**src/rtl/if_prefetch_queue_if.sv**
```systemverilog
// Fetch-side bundle: instruction-memory request/response, IF/ID output
// handshake and EX redirect, seen from the prefetch queue as master.
interface if_prefetch_queue_if #(
  parameter int ADDR_W  = 16,
  parameter int INSTR_W = 16
);
  logic               imem_req;
  logic [ADDR_W-1:0]  imem_addr;
  logic               imem_gnt;
  logic               imem_rvalid;
  logic [INSTR_W-1:0] imem_rdata;
  logic               out_valid;
  logic               out_ready;
  logic [INSTR_W-1:0] out_instr;
  logic [ADDR_W-1:0]  out_pc_plus;
  logic               redirect;
  logic [ADDR_W-1:0]  redirect_pc;
  logic               halted;

  modport master (
    output imem_req, imem_addr,
    input  imem_gnt, imem_rvalid, imem_rdata,
    output out_valid, out_instr, out_pc_plus,
    input  out_ready,
    input  redirect, redirect_pc,
    output halted
  );

  modport slave (
    input  imem_req, imem_addr,
    output imem_gnt, imem_rvalid, imem_rdata,
    input  out_valid, out_instr, out_pc_plus,
    output out_ready,
    output redirect, redirect_pc,
    input  halted
  );
endinterface

```
**src/rtl/if_prefetch_queue.sv**
```systemverilog
// Prefetching IF front end: credit-limited sequential fetch, in-order queue,
// redirect flush with stale-response drop. Optional IFQ_BYPASS_EN bypass.
module if_prefetch_queue #(
  parameter int               ADDR_W   = 16,
  parameter int               INSTR_W  = 16,
  parameter int               DEPTH    = 4,
  parameter int               PC_INC   = 2,
  parameter logic [ADDR_W-1:0] RESET_PC = '0,
  parameter logic [3:0]        HLT_OPC  = 4'hF
) (
  input logic clk,
  input logic rst,
  if_prefetch_queue_if.master bus
);

  localparam int PW = $clog2(DEPTH);
  localparam int CW = PW + 1;
  localparam int DW = CW + 4;

  typedef enum logic {RUN, HALT} state_e;

  state_e            state_q, state_d;
  logic [ADDR_W-1:0] pc_q, pc_d;
  logic [PW-1:0]     wp_q, wp_d;
  logic [PW-1:0]     rp_q, rp_d;
  logic [PW-1:0]     tw_q, tw_d;
  logic [PW-1:0]     tr_q, tr_d;
  logic [CW-1:0]     cnt_q, cnt_d;
  logic [CW-1:0]     outst_q, outst_d;
  logic [DW-1:0]     drop_q, drop_d;

  logic [INSTR_W-1:0] qi_q [DEPTH];
  logic [ADDR_W-1:0]  qp_q [DEPTH];
  logic [ADDR_W-1:0]  tag_q [DEPTH];

  logic              issue, acc, enq, qdeq;
  logic              head_v, byp, hlt;
  logic [CW:0]       credit;
  logic [ADDR_W-1:0] pc_nxt;

  assign pc_nxt = pc_q + ADDR_W'(PC_INC);
  assign credit = {1'b0, cnt_q} + {1'b0, outst_q};
  assign head_v = (cnt_q != '0);

  assign bus.imem_req  = ~rst & (state_q == RUN) & ~bus.redirect
                       & (credit < (CW+1)'(DEPTH));
  assign bus.imem_addr = pc_q;
  assign bus.halted    = (state_q == HALT);

  assign issue = bus.imem_req & bus.imem_gnt;
  assign acc   = bus.imem_rvalid & ~bus.redirect & (drop_q == '0);
  assign hlt   = acc & (bus.imem_rdata[INSTR_W-1 -: 4] == HLT_OPC);

`ifdef IFQ_BYPASS_EN
  assign byp = acc & ~head_v;
`else
  assign byp = 1'b0;
`endif

  // A bypassed response that is taken immediately never touches the queue
  assign qdeq = head_v & bus.out_valid & bus.out_ready;
  assign enq  = acc & ~(byp & bus.out_ready);

  always_comb begin
    bus.out_valid   = (head_v | byp) & ~bus.redirect;
    bus.out_instr   = '0;
    bus.out_pc_plus = '0;
    if (head_v) begin
      bus.out_instr   = qi_q[rp_q];
      bus.out_pc_plus = qp_q[rp_q];
    end else if (byp) begin
      bus.out_instr   = bus.imem_rdata;
      bus.out_pc_plus = tag_q[tr_q];
    end
  end

  always_comb begin
    state_d = state_q;
    pc_d    = pc_q;
    wp_d    = wp_q;
    rp_d    = rp_q;
    tw_d    = tw_q;
    tr_d    = tr_q;
    cnt_d   = cnt_q;
    outst_d = outst_q;
    drop_d  = drop_q;
    if (bus.redirect) begin
      state_d = RUN;
      pc_d    = bus.redirect_pc;
      wp_d    = '0;
      rp_d    = '0;
      tw_d    = '0;
      tr_d    = '0;
      cnt_d   = '0;
      outst_d = '0;
      // Everything still owed by memory is stale, minus what lands now
      drop_d  = DW'(outst_q) + drop_q - DW'(bus.imem_rvalid);
    end else begin
      if (issue) begin
        pc_d = pc_nxt;
        tw_d = tw_q + PW'(1);
      end
      if (bus.imem_rvalid && drop_q != '0) drop_d = drop_q - DW'(1);
      if (acc) tr_d = tr_q + PW'(1);
      if (enq) wp_d = wp_q + PW'(1);
      if (qdeq) rp_d = rp_q + PW'(1);
      outst_d = outst_q + CW'(issue) - CW'(acc);
      cnt_d   = cnt_q + CW'(enq) - CW'(qdeq);
      if (hlt) state_d = HALT;
    end
  end

  always_ff @(posedge clk or posedge rst) begin
    if (rst) begin
      state_q <= RUN;
      pc_q    <= RESET_PC;
      wp_q    <= '0;
      rp_q    <= '0;
      tw_q    <= '0;
      tr_q    <= '0;
      cnt_q   <= '0;
      outst_q <= '0;
      drop_q  <= '0;
    end else begin
      state_q <= state_d;
      pc_q    <= pc_d;
      wp_q    <= wp_d;
      rp_q    <= rp_d;
      tw_q    <= tw_d;
      tr_q    <= tr_d;
      cnt_q   <= cnt_d;
      outst_q <= outst_d;
      drop_q  <= drop_d;
    end
  end

  always_ff @(posedge clk) begin
    if (issue) tag_q[tw_q] <= pc_nxt;
    if (enq) begin
      qi_q[wp_q] <= bus.imem_rdata;
      qp_q[wp_q] <= tag_q[tr_q];
    end
  end

endmodule

```
**src/flat_wrapper.sv**
```systemverilog
// flat-port wrapper written by rule: the top's interface ports become plain ports
module if_prefetch_queue_flat 
#(
  parameter int               ADDR_W   = 16,
  parameter int               INSTR_W  = 16,
  parameter int               DEPTH    = 4,
  parameter int               PC_INC   = 2,
  parameter logic [ADDR_W-1:0] RESET_PC = '0,
  parameter logic [3:0]        HLT_OPC  = 4'hF
)
  (clk, rst, bus_imem_req, bus_imem_addr, bus_imem_gnt, bus_imem_rvalid, bus_imem_rdata, bus_out_valid, bus_out_instr, bus_out_pc_plus, bus_out_ready, bus_redirect, bus_redirect_pc, bus_halted);
  if_prefetch_queue_if #(.ADDR_W(ADDR_W), .INSTR_W(INSTR_W)) bus_i ();
  input logic clk;
  input logic rst;
  output wire logic [$bits(bus_i.imem_req)-1:0] bus_imem_req;
  output wire logic [$bits(bus_i.imem_addr)-1:0] bus_imem_addr;
  input wire logic [$bits(bus_i.imem_gnt)-1:0] bus_imem_gnt;
  input wire logic [$bits(bus_i.imem_rvalid)-1:0] bus_imem_rvalid;
  input wire logic [$bits(bus_i.imem_rdata)-1:0] bus_imem_rdata;
  output wire logic [$bits(bus_i.out_valid)-1:0] bus_out_valid;
  output wire logic [$bits(bus_i.out_instr)-1:0] bus_out_instr;
  output wire logic [$bits(bus_i.out_pc_plus)-1:0] bus_out_pc_plus;
  input wire logic [$bits(bus_i.out_ready)-1:0] bus_out_ready;
  input wire logic [$bits(bus_i.redirect)-1:0] bus_redirect;
  input wire logic [$bits(bus_i.redirect_pc)-1:0] bus_redirect_pc;
  output wire logic [$bits(bus_i.halted)-1:0] bus_halted;
  assign bus_imem_req = bus_i.imem_req;
  assign bus_imem_addr = bus_i.imem_addr;
  assign bus_i.imem_gnt = bus_imem_gnt;
  assign bus_i.imem_rvalid = bus_imem_rvalid;
  assign bus_i.imem_rdata = bus_imem_rdata;
  assign bus_out_valid = bus_i.out_valid;
  assign bus_out_instr = bus_i.out_instr;
  assign bus_out_pc_plus = bus_i.out_pc_plus;
  assign bus_i.out_ready = bus_out_ready;
  assign bus_i.redirect = bus_redirect;
  assign bus_i.redirect_pc = bus_redirect_pc;
  assign bus_halted = bus_i.halted;
  if_prefetch_queue #(.ADDR_W(ADDR_W), .INSTR_W(INSTR_W), .DEPTH(DEPTH), .PC_INC(PC_INC), .RESET_PC(RESET_PC), .HLT_OPC(HLT_OPC)) u_core (.clk(clk), .rst(rst), .bus(bus_i));
endmodule
```
**config.mk**
```make
export PLATFORM = sky130hd
export DESIGN_NAME = if_prefetch_queue_flat
export DESIGN_NICKNAME = d
export VERILOG_FILES = /design/src/rtl/if_prefetch_queue_if.sv /design/src/rtl/if_prefetch_queue.sv /design/src/flat_wrapper.sv
export SDC_FILE = /design/constraint.sdc
export NUM_CORES = 1
export LEC_CHECK = 0
export CAP_MARGIN = 20
export CORE_MARGIN = 10
export CORE_UTILIZATION = 55
export DETAILED_ROUTE_END_ITERATION = 10
export HOLD_SLACK_MARGIN = 0.02
export PLACE_DENSITY = 0.84
export SYNTH_ARGS = -nofsm -noshare
export SYNTH_HDL_FRONTEND = slang
export SYNTH_SLANG_ARGS = --single-unit
```
**constraint.sdc**
```tcl
create_clock -name clk -period 3.9 [get_ports clk]
set_input_delay 1.17 -clock clk [delete_from_list [all_inputs] [get_ports clk]]
set_output_delay 1.17 -clock clk [all_outputs]
set_load 0.01 [all_outputs]
```
==> results.toml, run 1 <==
[cts]
clock_path_buffers = 3
clock_sinks = 230
clockRootBuffer = "clkbuf_16"
cts_tree = "built"
htreeDepth = 1
clk_pin_slew_ps = 60
clkLatencyLatePin_ps = 500
cts_buffers = 23

[global_route]
antenna_found_initial = 0
grt_overflow_total = 0
grt_pass1_wl_um = 32900
grt_use_total_pct = 17.1
grt_start_max_net_pins = 50
grt_pass1_vias = 6030

[die]
rows = 49
initial_utilization_pct = 55.8
io_pins = 89
dieArea_mm2 = 0.0239
die_x_um = 155
coreArea_mm2 = 0.0179
die_h_um = 155

[critical_path]
slowest_stage = "dfrtp_2"
critPathCaptureType = "output pin"
reg2reg_slack_ps = 970
r2r_start = "u_core.drop_q[4]"
worstPathRequired_ps = 2730
worstSetupPathType = "reg2out"
critPathMaxStageDelay_ps = 580
crit_family = "buffers and inverters"
crit_fanout = 25
start_kind = "flip-flop"
crit_buf_inv = 2
r2r_end = "u_core.cnt_q[2]"
ff2ff_path_depth = 12
crit_chain = "buf_12 > mux4_2 > nor2b_1 > clkdlybuf4s50_1"
cp.depth = 4
worstPathArrival_ps = 2590

[run_status]
outcome = "completed"

[power_and_ir_drop]
p_switching_mw = 1.85
p_total_mw = 6.76
power.density_mw_per_mm2 = 568
leakagePower_nw = 4.16
switching_share_pct = 27.3
clkPwrFrac_pct = 31.7
p_seq_share_pct = 43.5
power.internal_mw = 4.91
p_comb_share_pct = 24.8
vdd_ir_drop_max_mv = 0.430

[placed_design]
place_ws_ps = -21.2
hpwl_um = 12800
place_inst = 891
numPortBuffers = 88
post_dp_cell_area_mm2 = 0.0111
place_congestion = 0.835

[sta]
slew_headroom_pct = 43.3
setup-violations-final = 0
worstMarginPinSlew_ps = 850
period_share_pct = 96.5
report.final.slew_viol_count = 0
skew_ps = 19.6
rsz0062_at_grt = "no"
setup_ws_ps = 135
max_freq_mhz = 266
final_period_minus_worst_setup_slack_ps = 3760
finalHoldViolCount = 0

[yosys]
synth-seq-cells = 230
synth.distinct_cells = 59
synth-xor-area-share_pct = 2.63
synthAdderAreaFrac_pct = 4.24
yosysSeqAreaShare_pct = 67.3
synth_nets = 658
yosys.area_share.simple_pct = 7.37
postSynthAreaPerCell_um2 = 17.0
ys.flop_type = "edfxtp_1"
synthesis.instances = 588
postSynth.asyncResetShare_pct = 16.5
synth_warnings = 0
synth.cell_area_mm2 = 0.00998
synth_top_family_by_area = "multiplexers"
synth-compound-area-share_pct = 4.37
synthMuxAreaShare_pct = 11.6
synth_edf_count = 192

[finish]
fin_area_mm2 = 0.0119
syn_to_final_growth_pct = 19.2
fin_util_pct = 66.5
final_common_cell = "edfxtp_1"
drive_above_1_share_pct = 14.8
multi_input_area_mm2 = 0.00302
final_nets = 758
antennaDiodeCount = 0
final_cell_mix = "edfxtp_1, clkdlybuf4s50_1, mux4_2"
seq_area_mm2 = 0.00672
fill_cells = 1199
final_cells = 930

[run]
drv_cap = 0

[detailed_routing]
vias = 5516
wire_per_inst_um = 22.5
first_iter_violations = 363
drc = 0
routed_via_density = 5.93
routed_wl_um = 20900
drt_pass1_iterations = 5
final_antenna_net_count = 0

[worst_hold_path]
holdPathStages = 1
holdCritPathClass = "reg2reg"
hold_path.startpoint = "u_core.bus.imem_addr[14]"
min_to = "u_core.bus.imem_addr[14]"
## power groups by stage
stage,Combinational [mW],Sequential [mW],Clock [mW]
floorplan,1.09,2.94,0
finish,1.67,2.94,2.14
detailed placement,1.67,2.99,0
CTS,1.69,2.94,2.17
global placement,1.60,2.98,0
global route,1.83,2.96,2.26
## metrics by stage
step	hold WS (ps)	TNS [ps]
after CTS	563	0
after global placement	527	0
final	569	0
after detailed placement	550	-21.2
after global routing	582	0
after floorplan	494	0
## layout make-up
class	count	share of cell area [%]
Timing Repair Buffer	102	8.58
Clock buffer	28	5.00
Multi-Input combinational cell	295	25.4
Sequential cell	230	56.5
Inverter	36	1.14
Clock inverter	10	1.06
Tap cell	229	2.41
## how the worst max path moves through the flow
stage	start	slack [ps]	to
2_1_floorplan	bus_redirect	530	u_core.cnt_q[2]
3_3_place_gp	bus_redirect	10	bus_imem_req
3_5_place_dp	bus_redirect	-20	bus_imem_req
4_1_cts	bus_redirect	40	bus_imem_req
5_1_grt	u_core.rp_q[0]	4	bus_out_pc_plus[13]
6_report	u_core.rp_q[0]	140	bus_out_pc_plus[12]
## cells by family after synthesis
family / count (synthesis)
flip-flops: 230
adder cells (fa/ha/maj): 32
multiplexers: 55
buffers and inverters: 63
AO/OA/AOI/OAI: 55
XOR/XNOR: 30
AND/OR/NAND/NOR: 123
## routing by layer
metal / part of all wire [%] / wire [um] / up-vias / track usage, %
met5: 0 / 0 / - / 0
met4: 2.3 / 473 / 0 / 5.62
met3: 6.4 / 1350 / 30 / 3.85
met2: 50 / 10500 / 186 / 28.9
met1: 41 / 8630 / 2834 / 21.5
li1: - / - / 2466 / -
## flip-flops by register name, summed over array words and instances (netlist names)
register              count
u_core.wp_q               2
u_core.tr_q               2
u_core.rp_q               2
u_core.bus.halted         1
u_core.outst_q            3
u_core.qp_q              64
u_core.drop_q             7
u_core.cnt_q              3
u_core.qi_q              64
u_core.bus.imem_addr     16
u_core.tag_q             64
u_core.tw_q               2
## cell usage after synthesis (10+ instances only)
| cell type | count | area [um2] |
|---|---|---|
| clkbuf_1 | 13 | 48.8 |
| ha_1 | 29 | 363 |
| mux4_2 | 48 | 1080 |
| dfrtp_1 | 38 | 951 |
| a21o_1 | 10 | 75.1 |
| xnor2_1 | 18 | 158 |
| edfxtp_1 | 192 | 5770 |
| nand2_1 | 11 | 41.3 |
| buf_2 | 10 | 50.1 |
| nor2b_1 | 37 | 231 |
| inv_1 | 35 | 131 |
| xor2_1 | 12 | 105 |
| nor2_1 | 19 | 71.3 |
## repair_timing
item	in CTS	in global routing
setup buffers	0	0
resized for setup	0	1
endpoints found under the setup margin	1	1
hold buffers	0	0
pin swaps	1	1
hold endpoints to repair	0	0
Power figures use the tool's default switching activity.
==> run 2, diff against run 1 <==
- clock period: 3.9 -> 4.6 ns (I/O delays scaled with it)
==> results.toml, run 2 (synthesized netlist as in run 1, its figures left out) <==
[run_status]
outcome = "completed"

[worst_hold_path]
holdPathStages = 1
hold_path.startpoint = "u_core.tw_q[0]"
min_to = "u_core.tw_q[0]"
holdCritPathClass = "reg2reg"

[detailed_routing]
drc = 0
drt_pass1_iterations = 4
routed_wl_um = 19900
first_iter_violations = 412
routed_via_density = 5.83
wire_per_inst_um = 21.3
vias = 5451
final_antenna_net_count = 0

[power_and_ir_drop]
switching_share_pct = 27.6
vdd_ir_drop_max_mv = 0.456
power.density_mw_per_mm2 = 480
p_switching_mw = 1.58
p_comb_share_pct = 24.9
leakagePower_nw = 4.15
p_seq_share_pct = 43.6
power.internal_mw = 4.14
p_total_mw = 5.72
clkPwrFrac_pct = 31.6

[sta]
max_freq_mhz = 232
rsz0062_at_grt = "no"
skew_ps = 23.1
setup-tns-final_ps = 0
final_period_minus_worst_setup_slack_ps = 4310
slew_headroom_pct = 43.1
period_share_pct = 93.8
setup_ws_ps = 287
worstMarginPinSlew_ps = 853
setup-violations-final = 0
report.final.slew_viol_count = 0
finalHoldViolCount = 0

[global_route]
antenna_found_initial = 0
grt_pass1_vias = 5857
grt_overflow_total = 0
grt_start_max_net_pins = 50
grt_use_total_pct = 16.2
grt_pass1_wl_um = 31500

[critical_path]
worstPathArrival_ps = 2930
start_kind = "input port"
r2r_end = "u_core.outst_q[2]"
r2r_start = "u_core.drop_q[4]"
critPathCaptureType = "output pin"
ff2ff_path_depth = 12
worstPathRequired_ps = 3220
crit_fanout = 2
reg2reg_slack_ps = 1450
worstSetupPathType = "in2out"

[cts]
clockRootBuffer = "clkbuf_16"
cts_resized = 0
cts_tree = "built"
clk_pin_slew_ps = 60
clock_sinks = 230
htreeDepth = 1
clock_path_buffers = 3
post-cts-setup-buffers = 0
cts_hold_buf = 0
cts_buffers = 24
clkLatencyLatePin_ps = 510

[die]
initial_utilization_pct = 55.8
rows = 49
io_pins = 89
die_h_um = 155
dieArea_mm2 = 0.0239
coreArea_mm2 = 0.0179
die_x_um = 155

[finish]
seq_area_mm2 = 0.00672
final_cell_mix = "edfxtp_1, clkdlybuf4s50_1, mux4_2"
final_common_cell = "edfxtp_1"
fin_area_mm2 = 0.0119
final_cells = 935
drive_above_1_share_pct = 14.7
fill_cells = 1200
final_nets = 758
biggestRegsByFlops = "u_core.qi_q x64, u_core.qp_q x64, u_core.tag_q x64"
antennaDiodeCount = 0
syn_to_final_growth_pct = 19.4
multi_input_area_mm2 = 0.00302

[placed_design]
place_congestion = 0.823
place_ws_ps = 284
post_dp_cell_area_mm2 = 0.0112
hpwl_um = 12600
numPortBuffers = 88
place_inst = 890

[run]
drv_cap = 0
[run 2: routing by layer]
layer	share of wire [%]	global-route usage, %
met5	0	0
met4	1.7	3.69
met3	5.7	3.88
met2	51	27.6
met1	41	20.6
[run 2: worst max path at each step]
| stage | depth (start not counted) | end | from | slack (ps) |
|---|---|---|---|---|
| after floorplan | 4 | bus_out_valid | bus_redirect | 900 |
| after global placement | 4 | bus_imem_req | bus_redirect | 280 |
| after detailed placement | 4 | bus_imem_req | bus_redirect | 280 |
| after CTS | 4 | bus_imem_req | bus_redirect | 280 |
| after global routing | 4 | bus_imem_req | bus_redirect | 230 |
| final | 4 | bus_imem_req | bus_redirect | 290 |
[run 2: power by group through the flow]
stage	registers [mW]	logic [mW]	clock network, mW
6_report	2.49	1.42	1.81
3_5_place_dp	2.53	1.43	0
3_3_place_gp	2.52	1.36	0
5_1_grt	2.50	1.57	1.92
2_1_floorplan	2.49	0.922	0
4_1_cts	2.49	1.43	1.83
[run 2: layout make-up]
cell class,count,area share [%]
Sequential cell,230,56.4
Multi-Input combinational cell,295,25.3
Timing Repair Buffer,101,8.59
Clock buffer,32,5.47
Tap cell,229,2.40
Inverter,36,1.13
Clock inverter,12,0.714
[run 2: stage by stage]
| step | util, % | hold slack [ps] |
|---|---|---|
| after CTS | 66.4 | 567 |
| final | 66.6 | 566 |
| after detailed placement | 62.3 | 549 |
| after floorplan | - | 494 |
| after global routing | 66.6 | 599 |
| after global placement | 62.3 | 523 |
[run 2: worst max-delay path, stage by stage]
cell and delay [ps]:
clkdlybuf4s50_1 460, nor4_2 350, and3_1 210, clkdlybuf4s50_1 540
